[config.mk]
export PLATFORM = sky130hd
export DESIGN_NAME = led_matrix_scan_ctrl
export DESIGN_NICKNAME = d
export VERILOG_FILES = /design/src/rtl/led_matrix_scan_ctrl.sv
export SDC_FILE = /design/constraint.sdc
export NUM_CORES = 1
export LEC_CHECK = 0
export ABC_AREA = 1
export CELL_PAD_IN_SITES_DETAIL_PLACEMENT = 1
export CELL_PAD_IN_SITES_GLOBAL_PLACEMENT = 1
export CORE_UTILIZATION = 30
export DETAILED_ROUTE_END_ITERATION = 8
export GPL_ROUTABILITY_DRIVEN = 0
export PLACE_DENSITY_LB_ADDON = 0.1
export SYNTH_ARGS = -nofsm -noshare
export SYNTH_HDL_FRONTEND = slang
export SYNTH_SLANG_ARGS = --single-unit
[constraint.sdc]
create_clock -name clk -period 5.8 [get_ports clk]
set_input_delay 0.87 -clock clk [delete_from_list [all_inputs] [get_ports clk]]
set_output_delay 0.87 -clock clk [all_outputs]
set_load 0.03 [all_outputs]
[src/rtl/led_matrix_scan_ctrl.sv]
// Double-buffered row-scan driver for LED dot matrices; buffer swaps happen only at frame boundaries.
// Define LED_MATRIX_DIM_EN to add the 4-bit dim port for per-frame duty-cycle dimming.
module led_matrix_scan_ctrl #(
    parameter int ROWS       = 8,
    parameter int COLS       = 8,
    parameter int ROW_W      = 3,
    parameter int SCAN_DIV   = 8192,
    parameter int BLANK_CYC  = 4,
    parameter int ACTIVE_LOW = 1
) (
    input  logic             clk,
    input  logic             reset,
`ifdef LED_MATRIX_DIM_EN
    input  logic [3:0]       dim,
`endif
    input  logic             wr_en,
    input  logic [ROW_W-1:0] wr_row,
    input  logic [COLS-1:0]  wr_data,
    input  logic             clr,
    input  logic             swap_req,
    output logic             swap_ack,
    output logic [COLS-1:0]  segout,
    output logic [ROW_W-1:0] scanout,
    output logic             frame_start
);
    localparam int CNT_W = $clog2(SCAN_DIV);
    localparam int LIM_W = CNT_W + 1;
    localparam int IDX_W = (ROWS > 1) ? $clog2(ROWS) : 1;
    localparam logic [COLS-1:0] SEG_OFF = (ACTIVE_LOW != 0) ? {COLS{1'b1}} : {COLS{1'b0}};

    logic [CNT_W-1:0] scan_cnt;
    logic             front_sel;
    logic             pending;
    logic [COLS-1:0]  fbuf [2][ROWS];

    logic             slot_end;
    logic             frame_end;
    logic             swap_now;
    logic             wr_ok;
    logic             seg_lit;
    logic [CNT_W-1:0] nxt_cnt;
    logic [ROW_W-1:0] nxt_row;
    logic             nxt_front;
    logic [LIM_W-1:0] lit_end;
    logic [COLS-1:0]  nxt_seg;
`ifdef LED_MATRIX_DIM_EN
    logic [3:0]       dim_q;
    logic [3:0]       nxt_dim;
`endif

    // segout is registered from next-cycle state so it lines up with scan_cnt/scanout.
    always_comb begin
        // NOTE: every always_comb output gets a default first, so no path can infer a latch.
        slot_end  = (scan_cnt == CNT_W'(SCAN_DIV - 1));
        frame_end = slot_end && (scanout == ROW_W'(ROWS - 1));
        swap_now  = frame_end && pending;
        wr_ok     = (int'(wr_row) < ROWS);
        nxt_cnt   = slot_end ? '0 : scan_cnt + CNT_W'(1);
        nxt_row   = scanout;
        if (slot_end) begin
            nxt_row = frame_end ? '0 : scanout + ROW_W'(1);
        end
        nxt_front = front_sel ^ swap_now;
`ifdef LED_MATRIX_DIM_EN
        nxt_dim   = frame_end ? dim : dim_q;
        lit_end   = LIM_W'(BLANK_CYC + ((int'(nxt_dim) + 1) * (SCAN_DIV - BLANK_CYC)) / 16);
`else
        lit_end   = LIM_W'(SCAN_DIV);
`endif
        seg_lit   = ({1'b0, nxt_cnt} >= LIM_W'(BLANK_CYC)) && ({1'b0, nxt_cnt} < lit_end);
        nxt_seg   = SEG_OFF;
        if (seg_lit) begin
            nxt_seg = (ACTIVE_LOW != 0) ? ~fbuf[nxt_front][IDX_W'(nxt_row)]
                                        :  fbuf[nxt_front][IDX_W'(nxt_row)];
        end
    end

    always_ff @(posedge clk or posedge reset) begin
        if (reset) begin
            scan_cnt    <= '0;
            scanout     <= '0;
            front_sel   <= 1'b0;
            pending     <= 1'b0;
            segout      <= SEG_OFF;
            frame_start <= 1'b0;
            swap_ack    <= 1'b0;
`ifdef LED_MATRIX_DIM_EN
            dim_q       <= 4'hF;
`endif
            // NOTE: the frame buffers are plain flops, not RAM, so they can and must be reset to unlit.
            for (int b = 0; b < 2; b++) begin
                for (int r = 0; r < ROWS; r++) begin
                    fbuf[b][r] <= '0;
                end
            end
        end else begin
            // NOTE: non-blocking assignments throughout, so every register sees pre-edge values.
            scan_cnt    <= nxt_cnt;
            scanout     <= nxt_row;
            front_sel   <= nxt_front;
            pending     <= swap_req | (pending & ~swap_now);
            segout      <= nxt_seg;
            frame_start <= frame_end;
            swap_ack    <= swap_now;
`ifdef LED_MATRIX_DIM_EN
            dim_q       <= nxt_dim;
`endif
            // Back buffer is chosen by the pre-swap select, so a swap-cycle write lands in the new front.
            if (clr) begin
                for (int r = 0; r < ROWS; r++) begin
                    fbuf[~front_sel][r] <= '0;
                end
            end
            if (wr_en && wr_ok) begin
                fbuf[~front_sel][IDX_W'(wr_row)] <= wr_data;
            end
        end
    end
endmodule

Word level (Yosys, flattened, before mapping)
Index checks and enable logic that the tools add are counted.
{"block": "classes", "add_sub_neg": 2, "n_lt_le_gt_ge": 7, "n_eq_ne": 2, "muxes": 33, "n_bitwise": 26, "n_reduce_logical": 4}
{"op": "$and 128x128->128", "count": 8}
{"op": "$not 128->128", "count": 8}
{"op": "$demux 64 s1", "count": 9}
{"op": "$mux 64", "count": 5}
{"op": "$mux 128", "count": 2}
{"op": "$bwmux 128", "count": 1}
{"op": "$mux 56", "count": 1}
{"op": "$mux 48", "count": 1}
{"op": "$mux 40", "count": 1}
{"op": "$mux 8", "count": 5}
{"op": "$mux 32", "count": 1}
{"op": "$bmux 8 s3", "count": 1}
{"op": "$demux 8 s3", "count": 1}
{"op": "$mux 24", "count": 1}
{"op": "$mux 16", "count": 1}
{"op": "$add 13x1->13 const B", "count": 1}
{"op": "$eq 13x13->1 const B", "count": 1}
{"op": "$ge 13x3->1 const B", "count": 1}
{"op": "$mux 13", "count": 1}
{"op": "$ge 4x4->1 const B", "count": 2}
{"op": "$not 3->4", "count": 2}
{"op": "$not 8->8", "count": 1}
{"op": "$mux 3", "count": 2}
{"op": "$ge 2x2->1 const B", "count": 2}
{"op": "10 further kinds", "count": 15}
{"block": "totals", "ff_bits": 156, "in_bits": 16, "output_inout_bits": 13, "wordCells": 97}

Depth between registers and ports, before layout
Gate-level depths: netlist (run 1).
{"block": "logic_depth", "ltp_word": 18, "mapped_depth": 15, "depth_no_buf": 13}

Worst setup path after synthesis (run 1)
OpenSTA, ideal clock, no wires.
{"block": "synth_path", "kind": "register -> register", "from": "register scanout[0]", "to": "register segout[6]", "setup_time_ps": 68, "t_arrival_ps": 1961, "required_time_ps": 5732, "path_slack_ps": 3771, "stages_incl_launch_ff": 13, "path_buffers": 2, "synth_period_minus_slack_ps": 2029, "cell_sequence": "dfrtp_1 ha_1 ha_1 nand3_1 nand2_2 nand2_2 buf_6 buf_6 nand2_1 nand3_1 nand3_1 nand3_1 nand3_1"}
{"block": "synth_between", "elab_chain_len": 13, "elab_cells_between_ends": 17, "cone_classes": "1 x add/sub; 1 x eq/ne; 9 x mux; 4 x bitwise; 2 x reduce/logical"}
{"element": "start: declaration", "line_no": "23", "rtl": "output logic [ROW_W-1:0] scanout,"}
{"element": "start signal: assignment", "line_no": "99", "rtl": "scanout <= nxt_row;"}
{"element": "$eq 3x3->1", "line_no": "55", "rtl": "frame_end = slot_end && (scanout == ROW_W'(ROWS - 1));"}
{"element": "$logic_and 1x1->1", "line_no": "55"}
{"element": "$logic_and 1x1->1", "line_no": "56", "rtl": "swap_now = frame_end && pending;"}
{"element": "$xor 1x1->1", "line_no": "63", "rtl": "nxt_front = front_sel ^ swap_now;"}
{"element": "net nxt_front", "line_no": "43", "rtl": "logic nxt_front;"}
{"element": "$not 1->2"}
{"element": "$mux 64 (3 in series)"}
{"element": "$bmux 8 s3"}
{"element": "$mux 8 (implied by the code) (2 in series)", "line_no": "73", "rtl": "nxt_seg = (ACTIVE_LOW != 0) ? ~fbuf[nxt_front][IDX_W'(nxt_row)]"}
{"element": "$not 8->8", "line_no": "73"}
{"element": "$mux 8", "line_no": "72", "rtl": "if (seg_lit) begin"}
{"element": "net nxt_seg[6]", "line_no": "45", "rtl": "logic [COLS-1:0] nxt_seg;"}
{"element": "end signal: assignment", "line_no": "102", "rtl": "segout <= nxt_seg;"}
{"element": "end: declaration", "line_no": "22", "rtl": "output logic [COLS-1:0] segout,"}
The timed path passes the listed nets, and every way through them passes these cells. The select of a mux whose other input is x is not followed.

Worst setup path in the final report (run 1)
{"block": "layout_path", "from": "register scan_cnt[0]", "to": "register segout[0]"}
{"block": "layout_between", "elab_chain_len": 13, "elab_cells_between_ends": 19, "cone_classes": "1 x add/sub; 1 x order compare; 1 x eq/ne; 10 x mux; 4 x bitwise; 2 x reduce/logical"}
{"element": "start: declaration", "line_no": "31", "rtl": "logic [CNT_W-1:0] scan_cnt;"}
{"element": "start signal: assignment", "line_no": "98", "rtl": "scan_cnt <= nxt_cnt;"}
{"element": "parallel branches: the longest is 12 deep, another holds $add 13x1->13"}
{"element": "$mux 8 *", "line_no": "72"}
{"element": "net nxt_seg[0]", "line_no": "45"}
Mark *: on every way through the listed nets, which the timed path passes. The select of a mux whose other input is x is not followed.

==> flow_metrics.py, run 1 <==
metrics = {
    "logic_synthesis": {
        "yosysSeqAreaShare": 0.535,
        "yosys_warnings": 0,
        "syn_inst": 855,
        "ys_seq_elements": 156,
        "synth_cell_type_count": 29,
        "synth_fp_nets": 875,
        "synth_enable_flop_cells": 0,
        "synth-main-ff-cell": "dfrtp_1",
        "netlist_area_sq_mm": 0.00731,
        "synth.area.top_cells": "dfrtp_1 (51%), nand3_1 (20%), o21ai_0 (9.0%)",
        "syn_avg_cell_area_sq_um": 8.55,
        "synth_top_area_cell": "dfrtp_1",
        "async_flop_share": 1.00,
        "synth_top_area_share": 0.507,
    },
    "clock_network": {
        "clockBufferDepth": 2,
        "cts_tree": "built",
        "cts.sinks": 156,
        "cts_post_setup_buffers_inserted": 0,
        "clock_latency_ns": 0.43,
        "numCtsBuffers": 17,
        "cts_htree_levels": 4,
        "clock-root-buffer": "clkbuf_16",
        "hold_buffers": 0,
        "path_clk_slew_ns": 0.07,
        "cts_resized": 0,
    },
    "sta": {
        "max_freq_mhz": 269,
        "rsz0062_at_grt": "no",
        "setup_tns_ns": 0,
        "max-slew-margin-rel": 0.282,
        "skew_ns": 0.00978,
        "finalHoldViolCount": 0,
        "finalSetupViolations": 0,
        "fin_crit_ns": 3.71,
        "worstMarginPinSlew_ns": 1.07,
        "finalMaxSlewViolations": 0,
        "finalCritPeriodShare": 0.640,
    },
    "floorplanning": {
        "die_w_microns": 158,
        "start_util": 0.309,
        "fp-row-count": 56,
        "io_pins": 29,
        "dieHeight_microns": 158,
        "coreArea_sq_mm": 0.0237,
        "die_area_sq_mm": 0.0250,
    },
    "detailed_routing": {
        "dr.first_iter.drc_count": 383,
        "met2_length_mm": 11.5,
        "wl_met1_mm": 12.2,
        "wl_per_cell_microns": 21.0,
        "via_per_inst": 5.34,
        "totalWireLength_mm": 24.7,
        "firstDrtPassIters": 5,
        "routed.top_layer": "met4",
        "antenna_left": 0,
        "drc": 0,
        "vias": 6286,
        "wl_met3_microns": 769,
    },
    "placement": {
        "numPortBuffers": 28,
        "dp_hpwl_mm": 15.5,
    },
    "setup_path": {
        "ff2ff_path_depth": 13,
        "worstSetupStartpointType": "register",
        "crit_start": "scan_cnt[0]$_DFF_PP0_",
        "arrival_ns": 4.07,
        "r2r_slack_ns": 2.09,
        "crit_path_end": "segout[0]$_DFF_PP1_",
        "cp_max_fo": 49,
        "crit_required_ns": 6.16,
        "critical_path_class": "register to register",
        "cp-end-kind": "register",
        "r2r_end": "segout[0]$_DFF_PP1_",
        "rr_startpoint": "scan_cnt[0]$_DFF_PP0_",
    },
    "pwr": {
        "vdd_drop_max_v": 0.000161,
        "p_leak_uw": 0.00354,
        "p_per_area_mw_per_mm2": 281,
    },
    "final_layout": {
        "fin_util": 0.353,
        "area_growth_pct": 14.2,
        "nets": 865,
        "diodes": 0,
        "seqCellArea_sq_mm": 0.00391,
        "multi_input_area_sq_mm": 0.00298,
        "fillers": 2817,
        "drive_above_1_share": 0.0746,
    },
    "worst_hold_path": {
        "hp-class": "register to register",
    },
    "grt": {
        "grt_pass1_wl_mm": 39.4,
        "antenna_found_initial": 0,
        "grt_use_total": 0.213,
        "grt_pass1_vias": 6511,
        "grt_overflow": 0,
        "grt_max_degree": 66,
    },
    "run": {
        "cap_violations": 0,
    },
    "run_status": {
        "status": "finished clean",
    },
}
area by class of cell:
cell class,instances,area share
Clock buffer,23,0.0584
Clock inverter,9,0.0132
Inverter,36,0.0168
Multi-Input combinational cell,601,0.357
Sequential cell,156,0.469
Tap cell,319,0.0478
Timing Repair Buffer,33,0.0381
metrics by stage:
stage               worst slack [ns]  instances  area, sq um  power (uW)  hold slack, ns
floorplan                      0.737        855         7310        1180           0.458
finish                          2.09       1177         8350        2340           0.505
global route                    1.72       1177         8350        2430           0.539
CTS                             2.06       1177         8350        2370           0.508
global placement                2.20       1145         7750        1220           0.474
detailed placement              2.08       1145         7750        1220           0.499
layout by cell type (no fill, tap or decap), types with 2 or more instances in the layout:
master / instances
nand3_1: 298
dfrtp_1: 148
o21ai_0: 131
nand2_1: 117
inv_1: 32
clkdlybuf4s50_1: 28
clkbuf_16: 17
nor2_1: 14
dfstp_2: 8
nand2_2: 7
nor3_1: 7
buf_4: 5
ha_1: 4
clkbuf_8: 4
nor2_4: 3
inv_2: 3
xor2_1: 3
clkinvlp_4: 3
o21bai_1: 2
inv_6: 2
nor2_2: 2
a21oi_1: 2
nor4_1: 2
nand4_4: 2
clkbuf_1: 2
clkinv_2: 2
bufinv_16: 2
metal layers:
metal / GRT usage / vias up
li1: - / 2936
met1: 0.298 / 3232
met2: 0.340 / 98
met3: 0.0348 / 20
met4: 0.0545 / 0
met5: 0 / -
kinds of logic (layout without fill, tap and decap cells):
| group | count (synthesis) | count (layout) | synth area share |
|---|---|---|---|
| DFF | 156 | 156 | 0.535 |
| xor gates and xnor gates | 4 | 4 | 0.00479 |
| AOI/OAI and AO/OA | 139 | 139 | 0.0986 |
| buffers and inverters | 98 | 101 | 0.0575 |
| and+or+nand+nor | 454 | 454 | 0.297 |
| adders and majority gates | 4 | 4 | 0.00685 |
how the worst min path moves through the flow:
| stage | cells past startpoint | end | slack (ns) | startpoint |
|---|---|---|---|---|
| 6_report | 1 | scan_cnt[0]$_DFF_PP0_ | 0.51 | scan_cnt[0]$_DFF_PP0_ |
| 5_1_grt | 2 | fbuf[110]$_DFF_PP0_ | 0.54 | fbuf[110]$_DFF_PP0_ |
| 4_1_cts | 1 | scan_cnt[0]$_DFF_PP0_ | 0.51 | scan_cnt[0]$_DFF_PP0_ |
| 3_5_place_dp | 1 | scan_cnt[0]$_DFF_PP0_ | 0.50 | scan_cnt[0]$_DFF_PP0_ |
| 3_3_place_gp | 1 | scan_cnt[0]$_DFF_PP0_ | 0.47 | scan_cnt[0]$_DFF_PP0_ |
| 2_1_floorplan | 1 | scan_cnt[0]$_DFF_PP0_ | 0.46 | scan_cnt[0]$_DFF_PP0_ |
flip-flops by register name, summed over array words and instances, names as in the netlist:
| register | flops |
|---|---|
| segout | 8 |
| scan_cnt | 13 |
| pending | 1 |
| frame_start | 1 |
| scanout | 3 |
| swap_ack | 1 |
| fbuf | 128 |
| front_sel | 1 |
synth_stat cells (4+ instances only):
library cell	n
dfstp_2	8
dfrtp_1	148
nor2_1	14
buf_2	15
nand2_1	119
o21ai_0	131
nor3_1	7
nand2_2	5
nand3_1	298
inv_1	33
ha_1	4
clkbuf_1	41
worst max-delay path, stage by stage (launching register included):
cell and delay [ns]:
dfrtp_1 0.40, ha_1 0.24, nand2_2 0.09, nor2_4 0.14, nand2_2 0.11, nor2_4 0.31, nand3_1 0.21, nand2_2 0.46
nand2_2 0.76, nand2_1 0.27, nand3_1 0.12, nand3_1 0.20, nand3_1 0.19, nand3_1 0.11
power by group:
| part | total, uW | internal, uW | switching [uW] | leakage [uW] |
|---|---|---|---|---|
| clock | 1140 | 681 | 463 | 0.000286 |
| combinational | 88.5 | 17.9 | 70.6 | 0.00114 |
| sequential | 1110 | 1100 | 8.77 | 0.00212 |
| total | 2340 | 1800 | 542 | 0.00354 |
(Power assumes the default switching activity.)
==> inputs of run 2 (changes only) <==
clock period = 3 ns   (was 5.8 ns; I/O delays follow)
==> run 2 against run 1 <==
Critical path depth up 1. Via count up 0.95%. Clock power up 110%. Critical path type unchanged. Critical endpoint is now segout[7]$_DFF_PP1_. Highest routed layer unchanged.
==> flow_metrics.py, run 2 (synthesis gave the netlist of run 1 again) <==
metrics = {
    "setup_path": {
        "worstSetupStartpointType": "register",
        "critPathMostFrequentCell": "nand3_1",
        "rr_startpoint": "scan_cnt[0]$_DFF_PP0_",
        "cp-end-kind": "register",
        "crit_start": "scan_cnt[0]$_DFF_PP0_",
        "arrival_ns": 3.16,
        "ff2ff_path_depth": 14,
        "crit_slowest_cell": "dfrtp_1",
        "critical_path_class": "register to register",
        "crit_chain": "ha_1 -> nand2_2 -> nor2_4 -> nand2_2 -> nor2_4 -> buf_4 -> nand4_4 -> nand2_2 -> buf_12 -> nand2_1 -> nand3_1 -> nand3_1 -> nand3_1 -> nand3_1",
        "crit_required_ns": 3.33,
        "critPathMaxStageDelay_ns": 0.39,
        "cp_max_fo": 31,
    },
    "sta": {
        "setup_tns_ns": 0,
        "worstMarginPinSlew_ns": 0.920,
        "finalMaxSlewViolations": 0,
        "rsz0062_at_grt": "no",
        "fin_crit_ns": 2.83,
        "finalHoldViolCount": 0,
        "setup_ws_ns": 0.173,
        "finalCritPeriodShare": 0.942,
        "max_freq_mhz": 354,
        "max-slew-margin-rel": 0.386,
        "skew_ns": 0.00776,
        "finalSetupViolations": 0,
    },
    "final_layout": {
        "multi_input_area_sq_mm": 0.00299,
        "largest_register_ffs": 128,
        "top_regs": "fbuf: 128 flops, scan_cnt: 13 flops, segout: 8 flops",
        "diodes": 0,
        "mostFrequentLayoutCells": "nand3_1 (297), dfrtp_1 (148), o21ai_0 (131)",
        "registers.top_by_ff_count": "fbuf",
        "nets": 878,
        "fillers": 2807,
        "final_common_cell": "nand3_1",
        "seqCellArea_sq_mm": 0.00391,
        "drive_above_1_share": 0.0920,
        "area_growth_pct": 17.3,
    },
    "grt": {
        "grt_use_total": 0.218,
        "antenna_found_initial": 0,
        "grt_pass1_wl_mm": 40.4,
        "grt_overflow": 0,
        "grt_max_degree": 65,
        "grt_pass1_vias": 6651,
    },
    "placement": {
        "numPortBuffers": 28,
        "place_ws_ns": -0.00762,
        "dp_hpwl_mm": 16.4,
    },
    "clock_network": {
        "clockBufferDepth": 2,
        "cts_tree": "built",
        "path_clk_slew_ns": 0.07,
        "clock-root-buffer": "clkbuf_16",
        "numCtsBuffers": 17,
        "clock_latency_ns": 0.42,
        "cts.sinks": 156,
        "cts_htree_levels": 4,
    },
    "detailed_routing": {
        "drc": 0,
        "via_per_inst": 5.34,
        "antenna_left": 0,
        "dr.first_iter.drc_count": 433,
        "totalWireLength_mm": 25.3,
        "firstDrtPassIters": 4,
        "vias": 6346,
        "wl_per_cell_microns": 21.3,
    },
    "floorplanning": {
        "die_area_sq_mm": 0.0250,
        "fp-row-count": 56,
        "coreArea_sq_mm": 0.0237,
        "dieHeight_microns": 158,
        "io_pins": 29,
        "start_util": 0.309,
        "die_w_microns": 158,
    },
    "run_status": {
        "status": "finished clean",
    },
    "run": {
        "cap_violations": 0,
    },
    "pwr": {
        "p_per_area_mw_per_mm2": 553,
        "vdd_drop_max_v": 0.000288,
        "p_leak_uw": 0.00367,
        "total_power_uw": 4750,
    },
    "worst_hold_path": {
        "hp-class": "input port to asynchronous set/reset pin",
    },
}
[run 2: changes by cell type in the layout (fill, tap and decap cells not counted), sizes merged]
cell,change
buf,+13
clkbuf,-5
bufinv,+3
clkinv,+1
clkinvlp,-1
inv,+1
[run 2: per-stage QoR]
step / utilization / hold slack (ns) / std cells / area (sq um)
final: 0.362 / 0.453 / 1189 / 8580
after global routing: 0.362 / 0.496 / 1189 / 8580
after CTS: 0.361 / 0.464 / 1186 / 8540
after detailed placement: 0.333 / 0.491 / 1155 / 7890
after global placement: 0.333 / 0.475 / 1155 / 7890
after floorplan: - / 0.458 / 855 / 7310
[run 2: final timing paths]
| path | slack [ns] | endpoint |
|---|---|---|
| min reg2reg | 0.50 | scan_cnt[0]$_DFF_PP0_ |
| min | 0.45 | fbuf[64]$_DFF_PP0_ |
| max in group asynchronous | 1.79 | fbuf[81]$_DFF_PP0_ |
| min in group clk | 0.50 | scan_cnt[0]$_DFF_PP0_ |
| max reg2reg | 0.17 | segout[7]$_DFF_PP1_ |
| max | 0.17 | segout[7]$_DFF_PP1_ |
[run 2: critical path: cells and delay by family, from the launching register on]
family | cells | cell delay, ns
AND/OR/NAND/NOR | 11 | 1.64
adder cells (fa/ha/maj) | 1 | 0.26
buffers and inverters | 2 | 0.42
flip-flops | 1 | 0.39
[run 2: layout make-up]
cell class                      instances  share of cell area
Clock inverter                         13              0.0247
Clock buffer                           18              0.0512
Tap cell                              319              0.0465
Sequential cell                       156               0.456
Inverter                               36              0.0163
Multi-Input combinational cell        601               0.349
Timing Repair Buffer                   46              0.0557
[run 2: routing by layer]
layer / GRT usage / routed length (microns) / vias to the layer above
met5: 0 / 0 / -
met4: 0.0664 / 473 / 0
li1: - / - / 2958
met1: 0.307 / 12400 / 3236
met3: 0.0287 / 753 / 27
met2: 0.345 / 11600 / 125
[run 2: what timing repair did]
action | CTS | global route
gates resized for setup | 1 | 3
cloned | 0 | 0
endpoints found under the hold margin | 0 | 0
buffers inserted | 0 | 3
hold buffers | 0 | 0
pin swaps | 0 | 2
setup endpoints to repair | 2 | 7
[run 2: report_power, final]
group | switching, uW | internal, uW
sequential | 18.2 | 2130
clock | 909 | 1500
combinational | 139 | 40.7
==> inputs of run 3 (changes only) <==
HOLD_SLACK_MARGIN = 0.1   (was default)
SKIP_LAST_GASP = 1   (was default)
SLEW_MARGIN = 30   (was default)
==> results of run 3 <==
Final layout, timing and power as in run 2 (identical DEF).
